`src/rtl/disaggregator.sv`:
```
// disaggregator: splits one packed vector into WIDTH-bit words,
// emitted lowest first over valid/ready with optional II spacing.
module disaggregator #(
  parameter int WIDTH   = 8,
  parameter int N_WORDS = 4,
  parameter int II      = 1
) (
  input  logic                       clk,
  input  logic                       rst,
  input  logic [N_WORDS*WIDTH-1:0]   in,
  input  logic                       in_valid,
  output logic                       in_ready,
  output logic [WIDTH-1:0]           out,
  output logic                       out_valid,
  input  logic                       out_ready,
  output logic                       out_last,
  output logic                       busy
);

  localparam int IW = (N_WORDS > 1) ? $clog2(N_WORDS) : 1;
  localparam logic [IW-1:0] LAST = IW'(N_WORDS - 1);
  localparam logic [31:0] GAP0 = 32'(II - 1);

  typedef enum logic [1:0] {
    IDLE,
    EMIT,
    WAIT
  } state_t;

  state_t state;
  state_t state_nx;

  logic [N_WORDS-1:0][WIDTH-1:0] vec;
  logic [IW-1:0] idx;
  logic [31:0]   gap;
  logic          armed;
  logic          at_last;
  logic          emit;
  logic          load;

  assign at_last = (state == EMIT) && (idx == LAST);
  assign emit    = (state == EMIT) && out_ready;
  assign load    = in_valid && in_ready;
  assign busy    = (state != IDLE);

  always_ff @(posedge clk or negedge rst) begin
    if (!rst) begin
      state <= IDLE;
    end else begin
      state <= state_nx;
    end
  end

  always_comb begin
    state_nx = state;
    unique case (state)
      IDLE: begin
        if (load) state_nx = EMIT;
      end
      EMIT: begin
        if (emit) begin
          if (at_last && !load) state_nx = IDLE;
          else if (II > 1)      state_nx = WAIT;
          else                  state_nx = EMIT;
        end
      end
      WAIT: begin
        if (gap == 32'd1) state_nx = EMIT;
      end
      default: state_nx = IDLE;
    endcase
  end

  // armed keeps in_ready low until the first edge after reset release
  always_comb begin
    in_ready  = 1'b0;
    out_valid = 1'b0;
    out       = '0;
    out_last  = 1'b0;
    unique case (state)
      IDLE: begin
        in_ready = armed;
      end
      EMIT: begin
        out_valid = 1'b1;
        out       = vec[idx];
        out_last  = at_last;
        in_ready  = armed && at_last && out_ready;
      end
      default: ;
    endcase
  end

  always_ff @(posedge clk or negedge rst) begin
    if (!rst) begin
      vec   <= '0;
      idx   <= '0;
      gap   <= '0;
      armed <= 1'b0;
    end else begin
      armed <= 1'b1;
      if (load) begin
        vec <= in;
        idx <= '0;
        gap <= (state == EMIT) ? GAP0 : '0;
      end else if (emit && !at_last) begin
        idx <= idx + 1'b1;
        gap <= GAP0;
      end else if (emit) begin
        idx <= '0;
      end else if (state == WAIT) begin
        gap <= gap - 32'd1;
      end
    end
  end

endmodule
```
`config.mk`:
```
export PLATFORM = sky130hd
export DESIGN_NAME = disaggregator
export DESIGN_NICKNAME = d
export VERILOG_FILES = /design/src/rtl/disaggregator.sv
export SDC_FILE = /design/constraint.sdc
export NUM_CORES = 1
export LEC_CHECK = 0
export CELL_PAD_IN_SITES_DETAIL_PLACEMENT = 0
export CELL_PAD_IN_SITES_GLOBAL_PLACEMENT = 1
export CORE_MARGIN = 8
export CORE_UTILIZATION = 30
export DETAILED_ROUTE_END_ITERATION = 7
export HOLD_SLACK_MARGIN = 0.12
export PLACE_DENSITY = 0.69
export SYNTH_ARGS = -nofsm -noshare
export SYNTH_HDL_FRONTEND = slang
export SYNTH_SLANG_ARGS = --single-unit
```
`constraint.sdc`:
```
create_clock -name clk -period 1.6 [get_ports clk]
set_input_delay 0.24 -clock clk [delete_from_list [all_inputs] [get_ports clk]]
set_output_delay 0.24 -clock clk [all_outputs]
set_load 0.05 [all_outputs]
```
After elaboration in Yosys (flattened, before gate mapping)
Cells that the tools add are included.
{"block": "classes", "add_sub_neg": 2, "n_reduce_logical": 15, "mux": 18, "eq_ne": 8, "n_lt_le_gt_ge": 1}
{"op": "32-bit 2-to-1 mux", "n": 4}
{"op": "32-bit by 1-bit == test with 1-bit output, second input constant", "n": 1}
{"op": "32-bit by 1-bit subtractor with 32-bit output, second input constant", "n": 1}
{"op": "8-bit binary-select mux with 2-bit select", "n": 1}
{"op": "8-bit 2-to-1 mux", "n": 2}
{"op": "2-bit 2-to-1 mux", "n": 6}
{"op": "1-bit logical AND", "n": 7}
{"op": "2-bit inequality test, second input constant", "n": 3}
{"op": "2-bit one-hot mux with 3 select lines", "n": 1}
{"op": "3-bit nonzero test", "n": 2}
{"op": "2-bit == test, second input constant", "n": 2}
{"op": "2-bit by 3-bit < comparator with 1-bit output, second input constant", "n": 1}
{"op": "1-bit 2-to-1 mux", "n": 3}
{"op": "3-bit by 1-bit inequality test with 1-bit output, second input constant", "n": 1}
{"op": "3-bit AND reduction", "n": 1}
{"op": "2-bit by 1-bit adder with 2-bit output, second input constant", "n": 1}
{"op": "2-bit by 1-bit == test with 1-bit output, second input constant", "n": 1}
{"op": "1-bit logical NOT", "n": 2}
{"op": "2-bit logical NOT", "n": 1}
{"op": "1-bit one-hot mux with 2 select lines", "n": 1}
{"op": "2-bit AND reduction", "n": 1}
{"op": "2-bit nonzero test", "n": 1}
{"block": "totals", "input_bits": 36, "regBits": 69, "out_inout_bits": 12}

Depth between registers and ports, before layout
Gate-level depths: netlist of the first run.
{"block": "logic_depth", "word_depth": 11, "mapped_depth": 5}

Worst setup path before layout of the first run
Ideal clock, no wire load.
{"block": "synth_path", "path_type": "reg2out", "startpoint": "reg state[0]", "endpoint": "out out[0]", "setup_slack_ns": -0.563, "stages_incl_launch_ff": 5, "n_path_buf": 2, "arrival_time_ns": 1.923, "t_required_ns": 1.360, "path_cell_list": "dfrtp_1 buf_2 nand2b_1 buf_1 o22ai_1"}
{"block": "synth_between", "elab_chain_cells": 2}
{"element": "from (decl)", "line_no": "30", "rtl": "state_t state;"}
{"element": "from (signal assigned)", "line_no": "50", "rtl": "state <= state_nx;"}
{"element": "2-bit by 1-bit == test with 1-bit output", "line_no": "80", "rtl": "unique case (state)"}
{"element": "8-bit 2-to-1 mux", "line_no": "80"}
{"element": "to (decl)", "line_no": "13", "rtl": "output logic [WIDTH-1:0] out,"}
Every way passes these cells.

Final worst setup path of the first run
{"block": "layout_path", "startpoint": "reg idx[0]", "endpoint": "out out[3]"}
{"block": "layout_between", "elab_chain_cells": 3}
{"element": "from (decl)", "line_no": "34", "rtl": "logic [IW-1:0] idx;"}
{"element": "from (signal assigned)", "line_no": "107", "rtl": "idx <= idx + 1'b1;"}
{"element": "8-bit binary-select mux with 2-bit select", "line_no": "86", "rtl": "out = vec[idx];"}
{"element": "8-bit 2-to-1 mux (not written as such)", "line_no": "86"}
{"element": "8-bit 2-to-1 mux", "line_no": "80"}
Every way passes these cells. The select of a mux whose other input is x is not followed.

==> results_dict.tcl, run 1 <==
set metrics [dict create \
    avgViaCountPerCell 4.54 \
    switchingPower_mw 2.77 \
    synthArstFlopShare 1.00 \
    yosysTopAreaCell "dfrtp_1" \
    grt_pass1_vias 1355 \
    grt_overflow 0 \
    cts_made_buffers 5 \
    path_clk_slew_ns 0.07 \
    syn-num-nets 156 \
    synth_top_family_by_area "multiplexers" \
    die_w_um 90.3 \
    clock_latency_ns 0.28 \
    tns_ns -0.827 \
    end_kind "output pin" \
    leakage_nw 1.08 \
    detail_route.wl_per_cell_um 15.5 \
    clock.fmax_mhz 587 \
    clock_skew_ns 0.00579 \
    critPathKind "flip-flop to output pin" \
    fillerInstances 470 \
    antenna_found_initial 0 \
    multi_input_area_um2 921 \
    cts_root_buffer "clkbuf_8" \
    dp_hpwl_um 3020 \
    cts.htree.levels 2 \
    syn_area_um2 1660 \
    die-area_um2 8150 \
    start_util 0.306 \
    fin_crit_sh 1.07 \
    cap_violations 0 \
    drv_slew 0 \
    ios 48 \
    use_met3 0.0399 \
    grt_pass1_wl_um 6760 \
    pre_cts_ws_ns -0.114 \
    syn_inst 119 \
    period_minus_slack_ns 1.70 \
    drive_gt1_frac 0.525 \
    p_seq_frac 0.255 \
    core_um2 5410 \
    drtIter0Drc 62 \
    grt_use_met1 0.120 \
    dpl_cell_area_um2 2520 \
    hold_class "input port to async pin" \
    ctsLongestPathBuffers 2 \
    drc 0 \
    synth_top_area_frac 0.544 \
    track_usage 0.102 \
    peakVddDrop_mv 1.75 \
    arrival_ns 1.46 \
    synth_most_common_cell "dfrtp_1" \
    globalRoute.busiestLayer "met2" \
    drtAntennaViolNets 0 \
    seqCellArea_um2 903 \
    synthXorXnorAreaFrac 0 \
    power_density_nw_per_um2 2500 \
    final-setup-viol-count 9 \
    rsz0062_at_grt "true" \
    violations "setup timing" \
    synthFlopType "dfrtp_1" \
    cp-start-kind "flip-flop" \
    synth_simple_gate_area_frac 0.0401 \
    place.gp.congestion 0.758 \
    swShare 0.401 \
    p_comb_frac 0.651 \
    outcome "complete, but fails checks" \
    dr_total_vias 1149 \
    max_stage_delay_ns 0.40 \
    drt_wl_total_um 3930 \
    slowest_stage "dfrtp_1" \
    synth.avg_cell_area_um2 13.9 \
    grt_max_degree 37 \
    syn2layout_area_growth_pct 67.3 \
    synthAdderAreaFrac 0.00756 \
    fin_area_um2 2770 \
    nets 217 \
    placementRows 27 \
    dieHeight_um 90.3 \
    ys_warn_count 0 \
    synth_mux_area_frac 0.314 \
    synth.yosys.seq_area_share 0.544 \
    worstPathCellList "buf_6 -> nand2b_4 -> buf_8 -> o22ai_4 -> buf_12" \
    synth_edf_count 0 \
    worstPathRequired_ns 1.36 \
    synth_common_cells "dfrtp_1 (36), mux2_2 (30), mux2i_1 (16)" \
    synth-compound-area-share 0.0537 \
    path_buf_inv 3 \
    port-buffer-count 47 \
    final_hold_viol_count 0 \
    num_antenna_cells 0 \
    firstDrtPassIters 4 \
    globalRouteMet2Util 0.167 \
    cts_tree "done" \
    crit_family "buffers and inverters" \
    intPower_mw 4.14 \
    crit_path_max_fanout 5 \
    fin_ws_ns -0.105 \
    synth_cell_types 19 \
    yosys_register_bits 36 \
    synth.area.top_cells "dfrtp_1 (54%), mux2_2 (20%), mux2i_1 (9.7%)" \
    clkPwrFrac 0.094 \
    clkSinkCount 36 \
]
## cell type report
type,count,share of cell area
clock buffers,8,0.0325
flip-flops and latches,36,0.326
well taps,72,0.0325
repair buffers,62,0.276
multi-input cells,75,0.333
## cell usage in the layout (no fill, tap or decap)
| cell | instances |
|---|---|
| a21oi_1 | 2 |
| a21oi_4 | 1 |
| a31oi_1 | 2 |
| and2_1 | 2 |
| buf_12 | 15 |
| buf_2 | 1 |
| buf_4 | 7 |
| buf_6 | 1 |
| buf_8 | 3 |
| clkbuf_1 | 2 |
| clkbuf_8 | 6 |
| clkdlybuf4s50_1 | 34 |
| conb_1 | 1 |
| dfrtp_1 | 34 |
| dfrtp_2 | 2 |
| dlygate4sd3_1 | 1 |
| ha_2 | 1 |
| mux2_1 | 2 |
| mux2_2 | 30 |
| mux2i_2 | 11 |
| mux2i_4 | 5 |
| nand2_1 | 3 |
| nand2_2 | 2 |
| nand2b_1 | 2 |
| nand2b_4 | 1 |
| nand3b_1 | 1 |
| o22ai_4 | 8 |
| or3b_2 | 1 |
## timing repair
action,CTS,global route
pin swaps,1,1
resized for setup,31,1
hold buffers,1,0
endpoints found under the hold margin,36,0
buffers inserted,1,0
endpoints found under the setup margin,30,41
## path summary, 6_finish.rpt
path                         from      to  slack [ns]  depth (start not counted)
max                        idx[0]  out[3]       -0.10                          5
min                           rst  vec[7]        0.53                          3
max reg2reg                idx[1]  vec[9]        0.02                          5
min reg2reg                vec[8]  vec[8]        0.53                          1
max in group asynchronous     rst  idx[1]        0.74                          3
min in group clk           vec[8]  vec[8]        0.53                          1
## metrics by stage
stage	cells	utilization	hold slack [ns]	total power, mW
after floorplan	119	-	-0.0556	4.14
after global placement	243	0.466	0.298	5.70
after detailed placement	243	0.466	0.307	5.79
after CTS	253	0.511	0.536	7.00
after global routing	253	0.512	0.557	7.29
final	253	0.512	0.525	6.92
## cell families after synthesis
logic type	Yosys count
multiplexers	48
flip-flops	36
AO/OA/AOI/OAI	13
AND/OR/NAND/NOR	12
buffers and inverters	8
adder cells (fa/ha/maj)	1
other	1
## layer usage
metal / wire length [um] / vias to the layer above
li1: - / 553
met1: 1710 / 558
met2: 1960 / 34
met3: 225 / 4
met4: 33 / 0
met5: 0 / -
## worst min-delay path: cells and delay by family
family	cells	cell delay, ns
buf+inv	3	0.99
## flip-flops by register name (all words and copies together), names as in the netlist
signal / count
vec: 32
idx: 2
armed: 1
state: 1
## power by group through the flow
stage	sequential [mW]	clock (mW)	combinational (mW)
floorplan	1.59	0	2.55
global placement	1.61	0	4.09
detailed placement	1.64	0	4.14
CTS	1.76	0.679	4.56
global route	1.83	0.725	4.74
finish	1.76	0.650	4.51
No activity file was read; power rests on OpenSTA's default activity.
==> run 2, diff against run 1 <==
==> config.mk (replaced) <==
export PLATFORM = sky130hd
export DESIGN_NAME = disaggregator
export DESIGN_NICKNAME = d
export VERILOG_FILES = /design/src/rtl/disaggregator.sv
export SDC_FILE = /design/constraint.sdc
export NUM_CORES = 1
export LEC_CHECK = 0
export CELL_PAD_IN_SITES_DETAIL_PLACEMENT = 1
export CELL_PAD_IN_SITES_GLOBAL_PLACEMENT = 2
export CORE_MARGIN = 8
export CORE_UTILIZATION = 30
export DETAILED_ROUTE_END_ITERATION = 7
export HOLD_SLACK_MARGIN = 0.12
export PLACE_DENSITY = 0.8
export SYNTH_ARGS = -nofsm -noshare
export SYNTH_HDL_FRONTEND = slang
export SYNTH_SLANG_ARGS = --single-unit
==> results_dict.tcl, run 2 (synthesis results as in run 1) <==
set metrics [dict create \
    power_density_nw_per_um2 2530 \
    final_util 0.519 \
    track_usage 0.117 \
    hold_class "input port to async pin" \
    ctsLongestPathBuffers 2 \
    final_cell_mix "dfrtp_1 (34), clkdlybuf4s50_1 (34), mux2_2 (30)" \
    grt_pass1_vias 1477 \
    reg.largest.list "vec: 32 flops, idx: 2 flops" \
    r2r-start "idx[1]" \
    leakage_nw 1.11 \
    core_um2 5410 \
    final_hold_viol_count 0 \
    dieHeight_um 90.3 \
    crit_path_max_fanout 6 \
    clock.fmax_mhz 572 \
    ios 48 \
    drt_wl_total_um 4660 \
    grt_overflow 0 \
    drc 0 \
    firstDrtPassIters 4 \
    num_antenna_cells 0 \
    drive_gt1_frac 0.546 \
    cts_made_buffers 5 \
    dr_total_vias 1199 \
    path_clk_slew_ns 0.07 \
    reg2reg_slack_ns -0.06 \
    cts.htree.levels 2 \
    drv_slew 0 \
    multi_input_area_um2 923 \
    r2r_end "vec[1]" \
    dp_hpwl_um 3380 \
    detail_route.wl_per_cell_um 18.3 \
    largest_reg_flops 32 \
    placementRows 27 \
    antenna_found_initial 0 \
    peakVddDrop_mv 1.40 \
    fin_ws_ns -0.149 \
    drtAntennaViolNets 0 \
    rsz0062_at_grt "true" \
    die-area_um2 8150 \
    fin_crit_sh 1.09 \
    avgViaCountPerCell 4.70 \
    drtIter0Drc 57 \
    clkSinkCount 36 \
    violations "setup timing" \
    syn2layout_area_growth_pct 69.4 \
    worstPathRequired_ns 1.36 \
    cap_violations 0 \
    start_util 0.306 \
    hold_slack_ns 0.526 \
    final-setup-viol-count 41 \
    place.gp.congestion 0.748 \
    port-buffer-count 47 \
    end_kind "output pin" \
    arrival_ns 1.51 \
    clock_skew_ns 0.00267 \
    cts_root_buffer "clkbuf_8" \
    tns_ns -2.52 \
    grt_max_degree 37 \
    seqCellArea_um2 903 \
    r2r_cells 5 \
    grt_pass1_wl_um 7510 \
    cts_tree "done" \
    die_w_um 90.3 \
    period_minus_slack_ns 1.75 \
    fillerInstances 546 \
    nets 219 \
    clock_latency_ns 0.28 \
    cp-start-kind "flip-flop" \
    outcome "complete, but fails checks" \
    critPathKind "flip-flop to output pin" \
    top_register "vec" \
]
run 2: cell count changes in the layout (fill, tap and decap cells not counted), sizes merged:
cell,change
clkbuf,-1
clkinv,+2
buf,+1
run 2: layout make-up:
| class | instances | share of cell area |
|---|---|---|
| multi-input combinational | 75 | 0.329 |
| sequential | 36 | 0.322 |
| timing repair buffer | 64 | 0.283 |
| clock inverter | 2 | 0.00357 |
| clock buffer | 6 | 0.0295 |
| tap | 72 | 0.0321 |
run 2: worst max-delay path by stage:
| stage | startpoint | end | depth (start not counted) |
|---|---|---|---|
| after floorplan | state[0] | out[0] | 4 |
| after global placement | out_ready | vec[28] | 5 |
| after detailed placement | out_ready | vec[1] | 5 |
| after CTS | idx[0] | out[1] | 5 |
| after global routing | idx[1] | out[4] | 4 |
| final | idx[1] | out[0] | 4 |
run 2: what timing repair did:
action / in CTS / in global routing
gates resized for setup: 23 / 12
hold endpoints to repair: 36 / 0
cloned: 0 / 1
pin swaps: 1 / 2
buffers inserted: 2 / 0
setup endpoints to repair: 41 / 42
hold buffers: 1 / 0
run 2: stage by stage:
step	instances	worst slack, ns	power, mW	instance area [um2]
2_1_floorplan	119	0.0172	4.14	1780
3_3_place_gp	243	-0.0963	5.64	2500
3_5_place_dp	243	-0.157	5.78	2500
4_1_cts	254	-0.136	6.85	2720
5_1_grt	255	-0.214	7.46	2800
6_report	255	-0.149	7.10	2800
run 2: per-layer routing:
layer	vias to the layer above	GRT usage	routed length (um)
met5	-	0	0
met4	0	0.0555	108
met3	9	0.0399	220
met2	37	0.199	2510
met1	597	0.127	1810
li1	556	-	-
run 2: critical path: stages, from the launching register on:
cell and delay [ns]:
dfrtp_2 0.47, clkbuf_16 0.20, mux2i_4 0.20, o22ai_4 0.19, buf_12 0.16
run 2: power breakdown:
part	leakage [nW]	switching, mW	internal (mW)
clock	0.0510	0.317	0.343
combinational	0.629	2.14	2.50
sequential	0.426	0.425	1.37
total	1.11	2.88	4.22
